[config.mk]
export PLATFORM = sky130hd
export DESIGN_NAME = reg_file_wb
export DESIGN_NICKNAME = d
export VERILOG_FILES = /design/src/rtl/proc_pkg.sv /design/src/rtl/reg_scoreboard.sv /design/src/rtl/reg_file_wb.sv
export SDC_FILE = /design/constraint.sdc
export NUM_CORES = 1
export LEC_CHECK = 0
export CAP_MARGIN = 5
export CORE_MARGIN = 2
export CORE_UTILIZATION = 60
export CTS_CLUSTER_DIAMETER = 40
export DETAILED_ROUTE_END_ITERATION = 10
export PLACE_DENSITY = 0.86
export SYNTH_ARGS = -nofsm -noshare
export SYNTH_HDL_FRONTEND = slang
export SYNTH_SLANG_ARGS = --single-unit
[constraint.sdc]
create_clock -name clk -period 6.15 [get_ports clk]
set_input_delay 0.9225 -clock clk [delete_from_list [all_inputs] [get_ports clk]]
set_output_delay 0.9225 -clock clk [all_outputs]
set_load 0.01 [all_outputs]
[src/rtl/proc_pkg.sv]
// Shared datapath constants for the register file and writeback mux control.
package proc_pkg;

    localparam int DATA_W   = 16;
    localparam int ADDR_W   = 4;
    localparam int NUM_REGS = 16;

    localparam logic [ADDR_W-1:0] REG_ZERO = 4'd0;

    // Writeback-select encodings consumed by the four-way writeback mux.
    typedef enum logic [1:0] {
        WB_ALU = 2'b00,
        WB_MEM = 2'b01,
        WB_PC2 = 2'b10,
        WB_IMM = 2'b11
    } wb_sel_e;

    // One-hot select of a register index; r0 never gets a bit since it is hardwired.
    function automatic logic [NUM_REGS-1:0] reg_onehot(input logic en, input logic [ADDR_W-1:0] addr);
        logic [NUM_REGS-1:0] vec;
        vec = {NUM_REGS{1'b0}};
        if (en && (addr != REG_ZERO)) begin
            vec[addr] = 1'b1;
        end else begin
            vec = {NUM_REGS{1'b0}};
        end
        return vec;
    endfunction

endpackage

[src/rtl/reg_scoreboard.sv]
// Pending-write scoreboard: one busy bit per architectural register (r0 never busy).
module reg_scoreboard
    import proc_pkg::*;
(
    input  logic              clk,
    input  logic              reset,
    input  logic              issue_en,
    input  logic [ADDR_W-1:0] issue_addr,
    input  logic              wb_en,
    input  logic [ADDR_W-1:0] wb_addr,
    input  logic [ADDR_W-1:0] rd_addr_a,
    input  logic [ADDR_W-1:0] rd_addr_b,
    output logic              busy_a,
    output logic              busy_b,
    output logic              any_busy
);

    logic [NUM_REGS-1:0] busy_r;
    logic [NUM_REGS-1:0] set_s;
    logic [NUM_REGS-1:0] clr_s;
    logic [NUM_REGS-1:0] busy_next_s;

    // Next busy vector: a new issue to the same register outranks its writeback.
    always_comb begin
        set_s       = reg_onehot(issue_en, issue_addr);
        clr_s       = reg_onehot(wb_en, wb_addr);
        busy_next_s = (busy_r & ~clr_s) | set_s;
    end

    // Busy state; reset discards every pending write.
    always_ff @(posedge clk or negedge reset) begin
        if (!reset) begin
            busy_r <= {NUM_REGS{1'b0}};
        end else begin
            busy_r <= busy_next_s;
        end
    end

    // Source hazards, masked when the write is being bypassed this very cycle.
    always_comb begin
        busy_a   = 1'b0;
        busy_b   = 1'b0;
        any_busy = |busy_r;
        if (busy_r[rd_addr_a] && !(wb_en && (wb_addr == rd_addr_a))) begin
            busy_a = 1'b1;
        end else begin
            busy_a = 1'b0;
        end
        if (busy_r[rd_addr_b] && !(wb_en && (wb_addr == rd_addr_b))) begin
            busy_b = 1'b1;
        end else begin
            busy_b = 1'b0;
        end
    end

endmodule

[src/rtl/reg_file_wb.sv]
// 16x16 register file fed by the writeback mux, with same-cycle bypass and hazard scoreboard.
module reg_file_wb
    import proc_pkg::*;
(
    input  logic              clk,
    input  logic              reset,
    input  logic [ADDR_W-1:0] rd_addr_a,
    input  logic [ADDR_W-1:0] rd_addr_b,
    output logic [DATA_W-1:0] rd_data_a,
    output logic [DATA_W-1:0] rd_data_b,
    input  logic              wb_en,
    input  logic [ADDR_W-1:0] wb_addr,
    input  logic [DATA_W-1:0] wb_data,
    input  logic              issue_en,
    input  logic [ADDR_W-1:0] issue_addr,
    output logic              busy_a,
    output logic              busy_b,
    output logic              any_busy
);

    logic [DATA_W-1:0] regs_r [NUM_REGS];

    // Storage array; r0 is never written so it stays at its reset value of zero.
    always_ff @(posedge clk or negedge reset) begin
        if (!reset) begin
            for (int i = 0; i < NUM_REGS; i++) begin
                regs_r[i] <= {DATA_W{1'b0}};
            end
        end else if (wb_en && (wb_addr != REG_ZERO)) begin
            regs_r[wb_addr] <= wb_data;
        end
    end

    // Port A read: zero during reset and for r0, bypass on a matching writeback.
    always_comb begin
        rd_data_a = {DATA_W{1'b0}};
        if (!reset || (rd_addr_a == REG_ZERO)) begin
            rd_data_a = {DATA_W{1'b0}};
        end else if (wb_en && (wb_addr == rd_addr_a)) begin
            rd_data_a = wb_data;
        end else begin
            rd_data_a = regs_r[rd_addr_a];
        end
    end

    // Port B read: same selection as port A.
    always_comb begin
        rd_data_b = {DATA_W{1'b0}};
        if (!reset || (rd_addr_b == REG_ZERO)) begin
            rd_data_b = {DATA_W{1'b0}};
        end else if (wb_en && (wb_addr == rd_addr_b)) begin
            rd_data_b = wb_data;
        end else begin
            rd_data_b = regs_r[rd_addr_b];
        end
    end

    reg_scoreboard u_scoreboard (
        .clk        (clk),
        .reset      (reset),
        .issue_en   (issue_en),
        .issue_addr (issue_addr),
        .wb_en      (wb_en),
        .wb_addr    (wb_addr),
        .rd_addr_a  (rd_addr_a),
        .rd_addr_b  (rd_addr_b),
        .busy_a     (busy_a),
        .busy_b     (busy_b),
        .any_busy   (any_busy)
    );

endmodule

Word-level counts from Yosys, hierarchy flattened
Index checks and enable logic that the tools add are counted.
- output and inout bits: 35
- logic and storage cells: 79
- input bits: 36
- register bits: 272
- equality and inequality tests: 2
- mux-type cells: 25
- bitwise logic cells: 6
- reduce and logical (&&, ||, !) cells: 19
- magnitude comparators: 10
- operators by type and width (operator ; number):
    $bwmux 256 ; 1
    $mux 16 ; 11
    $bmux 16 s4 ; 2
    $demux 16 s4 ; 1
    $lt 4x5->1 const B ; 4
    $and 16x16->16 ; 1
    $not 16->16 ; 1
    $or 16x16->16 ; 1
    $reduce_or 16->1 ; 1
    $ge 5x5->1 const B ; 3
    $not 4->5 ; 3
    $logic_and 1x1->1 ; 9
    $bmux 1 s4 ; 2
    $demux 1 s4 ; 2
    $eq 4x4->1 ; 2
    $ge 4x1->1 const B ; 2
    $logic_not 4->1 ; 2
    $reduce_bool 4->1 ; 2
    $mux 1 ; 6
    $lt 5x1->1 const B ; 1
    $logic_not 1->1 ; 3
    $logic_or 1x1->1 ; 2

Depth between registers and ports, before layout
Gate-level depths: netlist (run 1).
- word-level depth: 8
- gate-level depth with buffers: 8
- depth with buffers taken out: 4

Cells and area by module
A second synthesis (run 1) with hierarchy kept.
- cell total of the unflattened synthesis: 1147
- area total of the unflattened synthesis: 15185.8 um2
- by module, submodules not included (module ; area each (um2) ; cells each ; sequential area each (um2) ; instances):
    reg_file_wb ; 14093.5 ; 1046 ; 6406.1 ; 1
    reg_scoreboard ; 1092.3 ; 101 ; 400.4 ; 1

Least setup slack after synthesis (run 1)
OpenSTA, ideal clock, no wires.
- path type: input-to-output
- start: in rd_addr_a[2]
- end: out rd_data_a[10]
- data required time: 5.227 ns
- slack: 2.864 ns
- cell stages on the path: 6
- data arrival time: 2.363 ns
- cells stage by stage: buf_2 buf_2 buf_2 mux4_2 a2111oi_2 a21oi_1
- cells in the longest elaborated chain, start to end: 6
- elaborated cells between the ends (all ways): 10
- those cells by class: eq/ne (1); mux (5); bitwise (1); reduce/logical (3)
- RTL lines (what ; line ; RTL):
    from (decl) ; reg_file_wb.sv:7 ; input logic [ADDR_W-1:0] rd_addr_a,
    $not 4->5 (not written as such) ; reg_file_wb.sv:42 ; rd_data_a = regs_r[rd_addr_a];
    $bmux 16 s4 ; reg_file_wb.sv:42 ;
    $mux 16 (not written as such) (2 in series) ; reg_file_wb.sv:42 ;
    $mux 16 ; reg_file_wb.sv:39 ; end else if (wb_en && (wb_addr == rd_addr_a)) begin
    $mux 16 (*) ; reg_file_wb.sv:37 ; if (!reset || (rd_addr_a == REG_ZERO)) begin
    to (decl) ; reg_file_wb.sv:9 ; output logic [DATA_W-1:0] rd_data_a,
Mark *: on every way between the ends. The rest lies on a longest branch, timed or not. The select of a mux whose other input is x is not followed.

Final worst setup path (run 1)
- start: in rd_addr_b[3]
- end: out rd_data_b[6]
- cells in the longest elaborated chain, start to end: 6
- elaborated cells between the ends (all ways): 10
- those cells by class: eq/ne (1); mux (5); bitwise (1); reduce/logical (3)
- RTL lines (what ; line ; RTL):
    from (decl) ; reg_file_wb.sv:8 ; input logic [ADDR_W-1:0] rd_addr_b,
    $not 4->5 (not written as such) ; reg_file_wb.sv:54 ; rd_data_b = regs_r[rd_addr_b];
    $bmux 16 s4 ; reg_file_wb.sv:54 ;
    $mux 16 (not written as such) (2 in series) ; reg_file_wb.sv:54 ;
    $mux 16 ; reg_file_wb.sv:51 ; end else if (wb_en && (wb_addr == rd_addr_b)) begin
    $mux 16 (*) ; reg_file_wb.sv:49 ; if (!reset || (rd_addr_b == REG_ZERO)) begin
    to (decl) ; reg_file_wb.sv:10 ; output logic [DATA_W-1:0] rd_data_b,
Marked as above.

==> results.json, run 1 <==
{
  "status": "complete, no violations",
  "dp_hpwl_um": 27220,
  "crit_arrival_ns": 4.30,
  "yosys.cell_types.count": 44,
  "grt_pass1_vias": 11510,
  "cts_tree": "built",
  "cts_made_buffers": 37,
  "fin_crit_sh_pct": 84.89,
  "syn2layout_area_growth_pct": 13.58,
  "ys.warnings.count": 0,
  "postCtsResizedCells": 0,
  "synth_ff_type": "dfrtp_1",
  "core_um2": 24960,
  "cts.sinks": 272,
  "drv_slew": 0,
  "ios": 71,
  "path_max_fanout": 16,
  "crit_type": "in2out",
  "clock_path_buffers": 3,
  "clk_pin_slew_ns": 0.06,
  "rows": 58,
  "first_iter_violations": 1273,
  "internal-power_w": 0.004354,
  "drtPass1Iterations": 5,
  "start_util_pct": 60.61,
  "synth_nets": 1183,
  "wl_um": 44010,
  "max-cap-violations": 0,
  "track_usage_pct": 33.95,
  "pwr-share-seq_pct": 41.0,
  "required_ns": 5.23,
  "syn_inst": 1147,
  "grt_max_degree": 77,
  "fin_nets": 1197,
  "ys_async_sr_fraction_pct": 100.0,
  "peakVddDrop_v": 0.0002847,
  "period_needed_ns": 5.221,
  "r2r_end": "regs_r[121]",
  "cts_hold_buffers": 0,
  "stdcell_count": 1519,
  "hold_class": "in2async",
  "synth_area_um2": 15130,
  "vias": 11010,
  "clock_latency_ns": 0.52,
  "cts.htree.levels": 2,
  "wl_per_cell_um": 28.97,
  "tns_ns": 0,
  "num_antenna_cells": 0,
  "fillers": 1625,
  "ys_ff_latch": 272,
  "fmax_mhz": 191.5,
  "power_per_cell_area_nw_per_um2": 355.7,
  "dieArea_um2": 26500,
  "cts_post_setup_buffers_inserted": 0,
  "fin_skew_ns": 0,
  "start_kind": "input port",
  "r2r-start": "regs_r[121]",
  "clkPwrFrac_pct": 37.7,
  "via_per_inst": 7.248,
  "overflow": 0,
  "hold_viol_final": 0,
  "die_h_um": 162.8,
  "dpl.cell_count": 1452,
  "clockRootBuffer": "clkbuf_16",
  "p_comb_share_pct": 21.3,
  "ant_nets": 0,
  "setup_viol": 0,
  "synth_edf_count": 0,
  "die_x_um": 162.8,
  "grt_first_pass_wirelength_um": 68080,
  "reg2reg_depth": 1,
  "port_buffers": 70,
  "antenna_found_initial": 0,
  "rrSetupSlack_ns": 5.31,
  "tightest_slew_ns": 1.347,
  "p_leak_nw": 7.269,
  "end_kind": "output port",
  "drive_above_1_share_pct": 35.24,
  "p_switching_w": 0.001758,
  "gp_congestion": 0.8867,
  "relSlewSlack_pct": 10.17,
  "rsz0062_at_grt": "no",
  "avgSynthCellArea_um2": 13.19,
  "seq_area_frac_synth_pct": 44.99,
  "drc_errors": 0,
  "switching_share_pct": 28.76
}
cell families after synthesis:
| logic type | Yosys count | synth area share, % |
|---|---|---|
| muxes | 446 | 37.48 |
| DFF | 272 | 44.99 |
| AOI/OAI and AO/OA | 187 | 8.617 |
| buffers and inverters | 133 | 4.482 |
| and+or+nand+nor | 101 | 3.970 |
| xor gates and xnor gates | 8 | 0.4631 |
cell type report:
cell class,count,area (um2),share of cell area (%)
timing repair buffer,103,940.9,5.475
inverter,5,18.77,0.1092
multi-input combinational,742,7670,44.63
tap,330,412.9,2.403
sequential,272,6807,39.61
clock inverter,22,286.5,1.667
clock buffer,45,1049,6.102
stage by stage:
step           total power [W]  hold slack (ns)  utilization, %  worst slack, ns  instance area, um2
2_1_floorplan         0.003329           0.4488               -            2.864               15130
3_3_place_gp          0.003687           0.3839           63.49            1.198               15850
3_5_place_dp          0.003770           0.3882           63.49            1.212               15850
4_1_cts               0.006081           0.3424           68.84            1.178               17180
5_1_grt               0.006310           0.3578           68.84           0.9381               17180
6_report              0.006112           0.3152           68.84           0.9294               17180
per-layer routing:
layer,GRT usage (%),routed length [um],vias to the layer above
met4,17.66,2420,0
met2,53.26,20700,796
met1,44.30,16170,5573
met3,8.149,4721,198
met5,0,0,-
li1,-,-,4443
layout by cell type, fill, tap and decap left out, drive strengths merged, types with 2 or more instances in the layout:
| cell type | synthesis | layout |
|---|---|---|
| a21oi | 31 | 31 |
| clkbuf | 63 | 45 |
| mux4 | 72 | 72 |
| a211oi | 33 | 33 |
| buf | 65 | 40 |
| nor2b | 2 | 2 |
| dfrtp | 272 | 272 |
| clkinvlp | 0 | 4 |
| nand3b | 4 | 4 |
| clkdlybuf4s50 | 0 | 63 |
| xnor2 | 8 | 8 |
| clkinv | 0 | 4 |
| nand3 | 4 | 4 |
| and3 | 31 | 31 |
| a2111oi | 15 | 15 |
| mux2i | 130 | 130 |
| nand2b | 5 | 5 |
| nor3 | 16 | 16 |
| bufinv | 0 | 5 |
| nand4 | 3 | 3 |
| o211a | 2 | 2 |
| o21ai | 21 | 21 |
| inv | 5 | 14 |
| a32o | 4 | 4 |
| nand2 | 8 | 8 |
| or3 | 5 | 5 |
| or3b | 4 | 4 |
| o22ai | 64 | 64 |
| mux2 | 244 | 244 |
| o31ai | 15 | 15 |
| nor2 | 11 | 11 |
| nor4 | 5 | 5 |
critical path, stage by stage:
cell and delay (ns):
clkdlybuf4s50_1 0.73, buf_4 0.33, xnor2_1 0.17, and4_1 0.69, a21oi_1 0.16, a211oi_1 0.62, clkdlybuf4s50_1 0.67
how the worst max path moves through the flow:
stage                            start             to  slack [ns]
after floorplan           rd_addr_a[2]  rd_data_a[10]        2.86
after global placement    rd_addr_b[3]   rd_data_b[3]        1.20
after detailed placement  rd_addr_b[3]   rd_data_b[3]        1.21
after CTS                 rd_addr_b[3]   rd_data_b[3]        1.18
after global routing      rd_addr_b[3]   rd_data_b[6]        0.94
final                     rd_addr_b[3]   rd_data_b[6]        0.93
power groups by stage:
stage	registers, W	clock network (W)	logic, W
final	0.00251	0.00230	0.00130
after global routing	0.00254	0.00239	0.00138
after CTS	0.00249	0.00231	0.00129
after detailed placement	0.00250	0	0.00127
after global placement	0.00246	0	0.00123
after floorplan	0.00240	0	0.000925
sequential cells by signal (all words and copies together), names as in the netlist:
register and count:
regs_r 256, u_scoreboard.busy_r 16
synth_stat cells, drive strengths merged (11+ instances only):
| cell | n | share of area, % |
|---|---|---|
| clkbuf | 63 | 1.6 |
| a21oi | 31 | 1.0 |
| and3 | 31 | 1.3 |
| nor2 | 11 | 0.27 |
| mux2 | 244 | 18 |
| o22ai | 64 | 2.6 |
| nor3 | 16 | 0.53 |
| a2111oi | 15 | 1.4 |
| o31ai | 15 | 0.74 |
| o21ai | 21 | 0.69 |
| mux4 | 72 | 11 |
| dfrtp | 272 | 45 |
| a211oi | 33 | 1.6 |
| mux2i | 130 | 8.6 |
| buf | 65 | 2.8 |
(Power assumes the default switching activity.)
==> run 2: changes to the inputs <==
- clock period: 6.15 -> 4.95 ns (I/O delays scaled with it)
==> run 2 against run 1 <==
Core utilization decreased by 0.13 points; global-route usage increased by 0.71 points; wire length increased by 2.0%; via count increased by 1.0%; critical path depth decreased by 1; critical endpoint is now rd_data_b[5].
==> results.json, run 2 (synthesized netlist as in run 1, its figures left out) <==
{
  "status": "complete, no violations",
  "place_area_um2": 15940,
  "hold_viol_final": 0,
  "wl_um": 44910,
  "rsz0062_at_grt": "no",
  "cpPeakStageDelay_ns": 0.83,
  "max-cap-violations": 0,
  "regMostFlops": "regs_r",
  "final_common_cell": "dfrtp_1",
  "final_cell_mix": "272 x dfrtp_1, 213 x mux2_2, 130 x mux2i_1, 72 x mux4_2, 64 x o22ai_1",
  "crit_path_top_delay_cell": "or3b_1",
  "dp_hpwl_um": 27610,
  "drc_errors": 0,
  "fin_skew_ns": 0,
  "dieArea_um2": 26500,
  "drtPass1Iterations": 8,
  "vias": 11130,
  "cts_tree": "built",
  "fin_area_um2": 17150,
  "grt_pass1_vias": 11470,
  "start_util_pct": 60.61,
  "fin_crit_sh_pct": 92.01,
  "crit_type": "in2out",
  "first_iter_violations": 1468,
  "drv_slew": 0,
  "rows": 58,
  "wl_per_cell_um": 29.43,
  "p_leak_nw": 7.267,
  "postCtsResizedCells": 0,
  "start_kind": "input port",
  "clock_latency_ns": 0.51,
  "grt_first_pass_wirelength_um": 68870,
  "drive_above_1_share_pct": 35.45,
  "largest_reg_flops": 256,
  "core_um2": 24960,
  "die_x_um": 162.8,
  "cts.htree.levels": 2,
  "fmax_mhz": 219.6,
  "ant_nets": 0,
  "track_usage_pct": 34.66,
  "cts.sinks": 272,
  "setup_viol": 0,
  "path_max_fanout": 16,
  "reg_top3": "regs_r x256, u_scoreboard.busy_r x16",
  "via_per_inst": 7.290,
  "cts_post_setup_buffers_inserted": 0,
  "cts_made_buffers": 36,
  "ios": 71,
  "gp_congestion": 0.9347,
  "peakVddDrop_v": 0.0003704,
  "port_buffers": 70,
  "hold_class": "in2async",
  "clock_path_buffers": 3,
  "power_per_cell_area_nw_per_um2": 429.5,
  "cp_cell_sequence": "clkdlybuf4s50_1, or3b_1, o22ai_1, a211oi_1, a211oi_1, clkdlybuf4s50_1",
  "fin_nets": 1207,
  "syn2layout_area_growth_pct": 13.37,
  "cts_hold_buffers": 0,
  "tns_ns": 0,
  "clockRootBuffer": "clkbuf_16",
  "relSlewSlack_pct": 10.88,
  "postLayoutCoreUtil_pct": 68.71,
  "overflow": 0,
  "num_antenna_cells": 0,
  "antenna_found_initial": 0,
  "required_ns": 4.21,
  "end_kind": "output port",
  "tightest_slew_ns": 1.335,
  "clk_pin_slew_ns": 0.06,
  "rrSetupSlack_ns": 4.11,
  "crit_arrival_ns": 3.81,
  "grt_max_degree": 186,
  "period_needed_ns": 4.554,
  "die_h_um": 162.8
}
run 2: cell types whose count changed in the layout (fill, tap and decap cells not counted), moves of 2 or more:
cell,before,now
inv_6,9,3
clkbuf_8,5,8
buf_4,34,44
bufinv_16,5,2
clkbuf_1,1,3
clkbuf_16,39,37
run 2: path summary, 6_finish.rpt:
kind / from / to / cells after the start
max: rd_addr_b[3] / rd_data_b[5] / 6
min: reset / regs_r[104] / 1
max reg2reg: regs_r[190] / regs_r[190] / 1
min reg2reg: regs_r[249] / regs_r[249] / 0
max in group asynchronous: reset / regs_r[209] / 2
min in group clk: regs_r[249] / regs_r[249] / 0
run 2: power breakdown:
part	switching (W)	total, W	leakage [nW]	internal [W]
Sequential	0.000406	0.00312	3.36	0.00271
Clock	0.00101	0.00261	0.589	0.00160
Combinational	0.000732	0.00164	3.32	0.000908
run 2: per-stage QoR:
| stage | cells | hold slack (ns) | worst slack, ns | power (W) |
|---|---|---|---|---|
| 2_1_floorplan | 1147 | 0.4469 | 2.024 | 0.004136 |
| 3_5_place_dp | 1463 | 0.3882 | 0.5357 | 0.004710 |
| 5_1_grt | 1526 | 0.003395 | 0.3458 | 0.007608 |
| 3_3_place_gp | 1463 | 0.3845 | 0.5389 | 0.004604 |
| 6_report | 1526 | 0.01353 | 0.3956 | 0.007368 |
| 4_1_cts | 1526 | 0.007629 | 0.5138 | 0.007331 |
run 2: layout make-up:
| cell class | instances | area, um2 |
|---|---|---|
| fill | 1674 | 7811 |
| multi-input combinational | 742 | 7670 |
| sequential | 272 | 6807 |
| clock buffer | 48 | 1047 |
| timing repair buffer | 114 | 1036 |
| tap | 330 | 412.9 |
| clock inverter | 15 | 161.4 |
| inverter | 5 | 18.77 |
run 2: worst max-delay path: cells and delay by family:
family	cells	cell delay, ns
AO/OA/AOI/OAI	3	0.98
AND/OR/NAND/NOR	1	0.83
buffers and inverters	2	1.26
run 2: layer usage:
metal	up-vias	global-route usage [%]	part of all wire, %
met4	0	20.72	6.6
met1	5668	45.33	37
met2	752	53.68	47
met3	238	7.410	9.1
li1	4467	-	-
met5	-	0	0
==> run 3: changes to the inputs <==
- CELL_PAD_IN_SITES_DETAIL_PLACEMENT: not set -> 1
- CELL_PAD_IN_SITES_GLOBAL_PLACEMENT: not set -> 1
- CORE_MARGIN: 2 -> 5
- CORE_UTILIZATION: 60 -> 51
- CTS_CLUSTER_DIAMETER: 40 -> 30
- PLACE_DENSITY: 0.86 -> 0.88
==> run 3 against run 2 <==
Fmax down 4.1%; core utilization is 7.7 points lower; die area increased by 25%; critical path depth increased by 1; clock skew stayed put.
==> results.json, run 3 (synthesized netlist as in run 1, its figures left out) <==
{
  "p_comb_share_pct": 20.0,
  "start_kind": "input port",
  "dpl.cell_count": 1529,
  "port_buffers": 70,
  "hold_viol_final": 0,
  "r2r-start": "u_scoreboard.busy_r[9]",
  "antenna_found_initial": 1,
  "required_ns": 4.21,
  "clkPwrFrac_pct": 43.8,
  "clk_pin_slew_ns": 0.05,
  "ant_nets": 0,
  "cp_cell_sequence": "clkdlybuf4s50_1, buf_4, xnor2_1, nand4_1, or2_1, a21oi_1, clkdlybuf4s50_1",
  "fin_nets": 1232,
  "final_cell_mix": "272 x dfrtp_1, 213 x mux2_2, 130 x mux2i_1, 72 x mux4_2, 64 x o22ai_1",
  "cts_hold_buffers": 0,
  "power_per_cell_area_nw_per_um2": 493.3,
  "p_leak_nw": 7.640,
  "grt_first_pass_wirelength_um": 90040,
  "hold_class": "in2async",
  "tns_ns": 0,
  "die_h_um": 182.2,
  "track_usage_pct": 35.79,
  "clock_path_buffers": 3,
  "crit_type": "in2out",
  "drc_errors": 0,
  "path_max_fanout": 17,
  "worstSetupPathDepth": 7,
  "reg2reg_depth": 2,
  "grt_pass1_vias": 13340,
  "fin_crit_sh_pct": 95.91,
  "stdcell_count": 1631,
  "dieArea_um2": 33210,
  "relSlewSlack_pct": 3.916,
  "postLayoutCoreUtil_pct": 61.05,
  "reg_top3": "regs_r x256, u_scoreboard.busy_r x16",
  "wl_um": 59580,
  "crit_path_top_delay_cell": "clkdlybuf4s50_1",
  "place_ws_ns": 0.5363,
  "postCtsResizedCells": 0,
  "path_delay_family": "buffers and inverters",
  "place_area_um2": 16090,
  "fin_skew_ns": 0,
  "drv_slew": 0,
  "fin_area_um2": 18000,
  "tightest_slew_ns": 1.440,
  "dp_hpwl_um": 32520,
  "drtPass1Iterations": 5,
  "ios": 71,
  "die_x_um": 182.2,
  "core_um2": 29480,
  "switching_share_pct": 30.55,
  "crit_arrival_ns": 4.00,
  "rrSetupSlack_ns": 3.94,
  "critPathBufInv": 3,
  "setup_ws_ns": 0.2026,
  "clock_latency_ns": 0.57,
  "fmax_mhz": 210.6,
  "end_kind": "output port",
  "start_util_pct": 51.32,
  "cts.htree.levels": 2,
  "syn2layout_area_growth_pct": 18.96,
  "peakVddDrop_v": 0.0003610,
  "wl_per_cell_um": 36.53,
  "clockRootBuffer": "clkbuf_16",
  "gp_congestion": 0.9010,
  "vias": 12170,
  "max-cap-violations": 0,
  "overflow": 0,
  "status": "complete, no violations",
  "fillers": 2770,
  "first_iter_violations": 1627,
  "cts.sinks": 272,
  "largest_reg_flops": 256,
  "drive_above_1_share_pct": 37.55,
  "pwr-share-seq_pct": 36.2,
  "cts_tree": "built",
  "p_switching_w": 0.002713,
  "rsz0062_at_grt": "no",
  "cts_post_setup_buffers_inserted": 0,
  "cp_common_cell": "clkdlybuf4s50_1",
  "setup_viol": 0,
  "period_needed_ns": 4.747,
  "r2r_end": "u_scoreboard.busy_r[9]",
  "cts_made_buffers": 55,
  "grt_max_degree": 142,
  "cpPeakStageDelay_ns": 0.75,
  "final_common_cell": "dfrtp_1",
  "via_per_inst": 7.461,
  "rows": 63,
  "num_antenna_cells": 0,
  "regMostFlops": "regs_r",
  "internal-power_w": 0.006167
}
run 3: worst max path at each step:
stage	startpoint	to	slack (ns)
2_1_floorplan	rd_addr_a[2]	rd_data_a[10]	2.02
3_3_place_gp	rd_addr_b[3]	rd_data_b[0]	0.57
3_5_place_dp	rd_addr_a[3]	rd_data_a[15]	0.54
4_1_cts	rd_addr_a[3]	rd_data_a[3]	0.37
5_1_grt	rd_addr_a[3]	rd_data_a[1]	0.22
6_report	rd_addr_a[3]	rd_data_a[3]	0.20
run 3: through the flow:
stage | total power, W | hold WS (ns)
3_3_place_gp | 0.004615 | 0.3842
6_report | 0.008880 | 0.04526
2_1_floorplan | 0.004136 | 0.4469
4_1_cts | 0.008820 | 0.05228
5_1_grt | 0.009105 | 0.07096
3_5_place_dp | 0.004773 | 0.3913
run 3: power by group through the flow:
stage | combinational (W) | clock [W] | sequential, W
final | 0.00178 | 0.00389 | 0.00322
after global routing | 0.00185 | 0.00401 | 0.00324
after CTS | 0.00175 | 0.00389 | 0.00318
after detailed placement | 0.00164 | 0 | 0.00314
after global placement | 0.00156 | 0 | 0.00306
after floorplan | 0.00115 | 0 | 0.00299
run 3: layout make-up:
class | count | area, um2 | share of cell area, %
timing repair buffer | 120 | 1106 | 6.145
multi-input combinational | 742 | 7670 | 42.61
tap | 390 | 488.0 | 2.711
inverter | 5 | 18.77 | 0.1043
clock inverter | 37 | 444.2 | 2.468
sequential | 272 | 6807 | 37.82
clock buffer | 65 | 1465 | 8.140
run 3: worst reg2reg max path: stages (launching register included):
cell and delay, ns:
dfrtp_1 0.42, o21ai_0 0.16, o21ai_0 0.25
run 3: per-layer routing:
layer  routed length (um)  part of all wire (%)  vias up  global-route usage [%]
li1                     -                     -     4541                       -
met1                21050                    35     6270                   42.72
met2                28500                    48     1007                   58.39
met3                 5653                   9.5      349                   9.229
met4                 4364                   7.3        2                   21.74
met5                   13                 0.022        -                       0
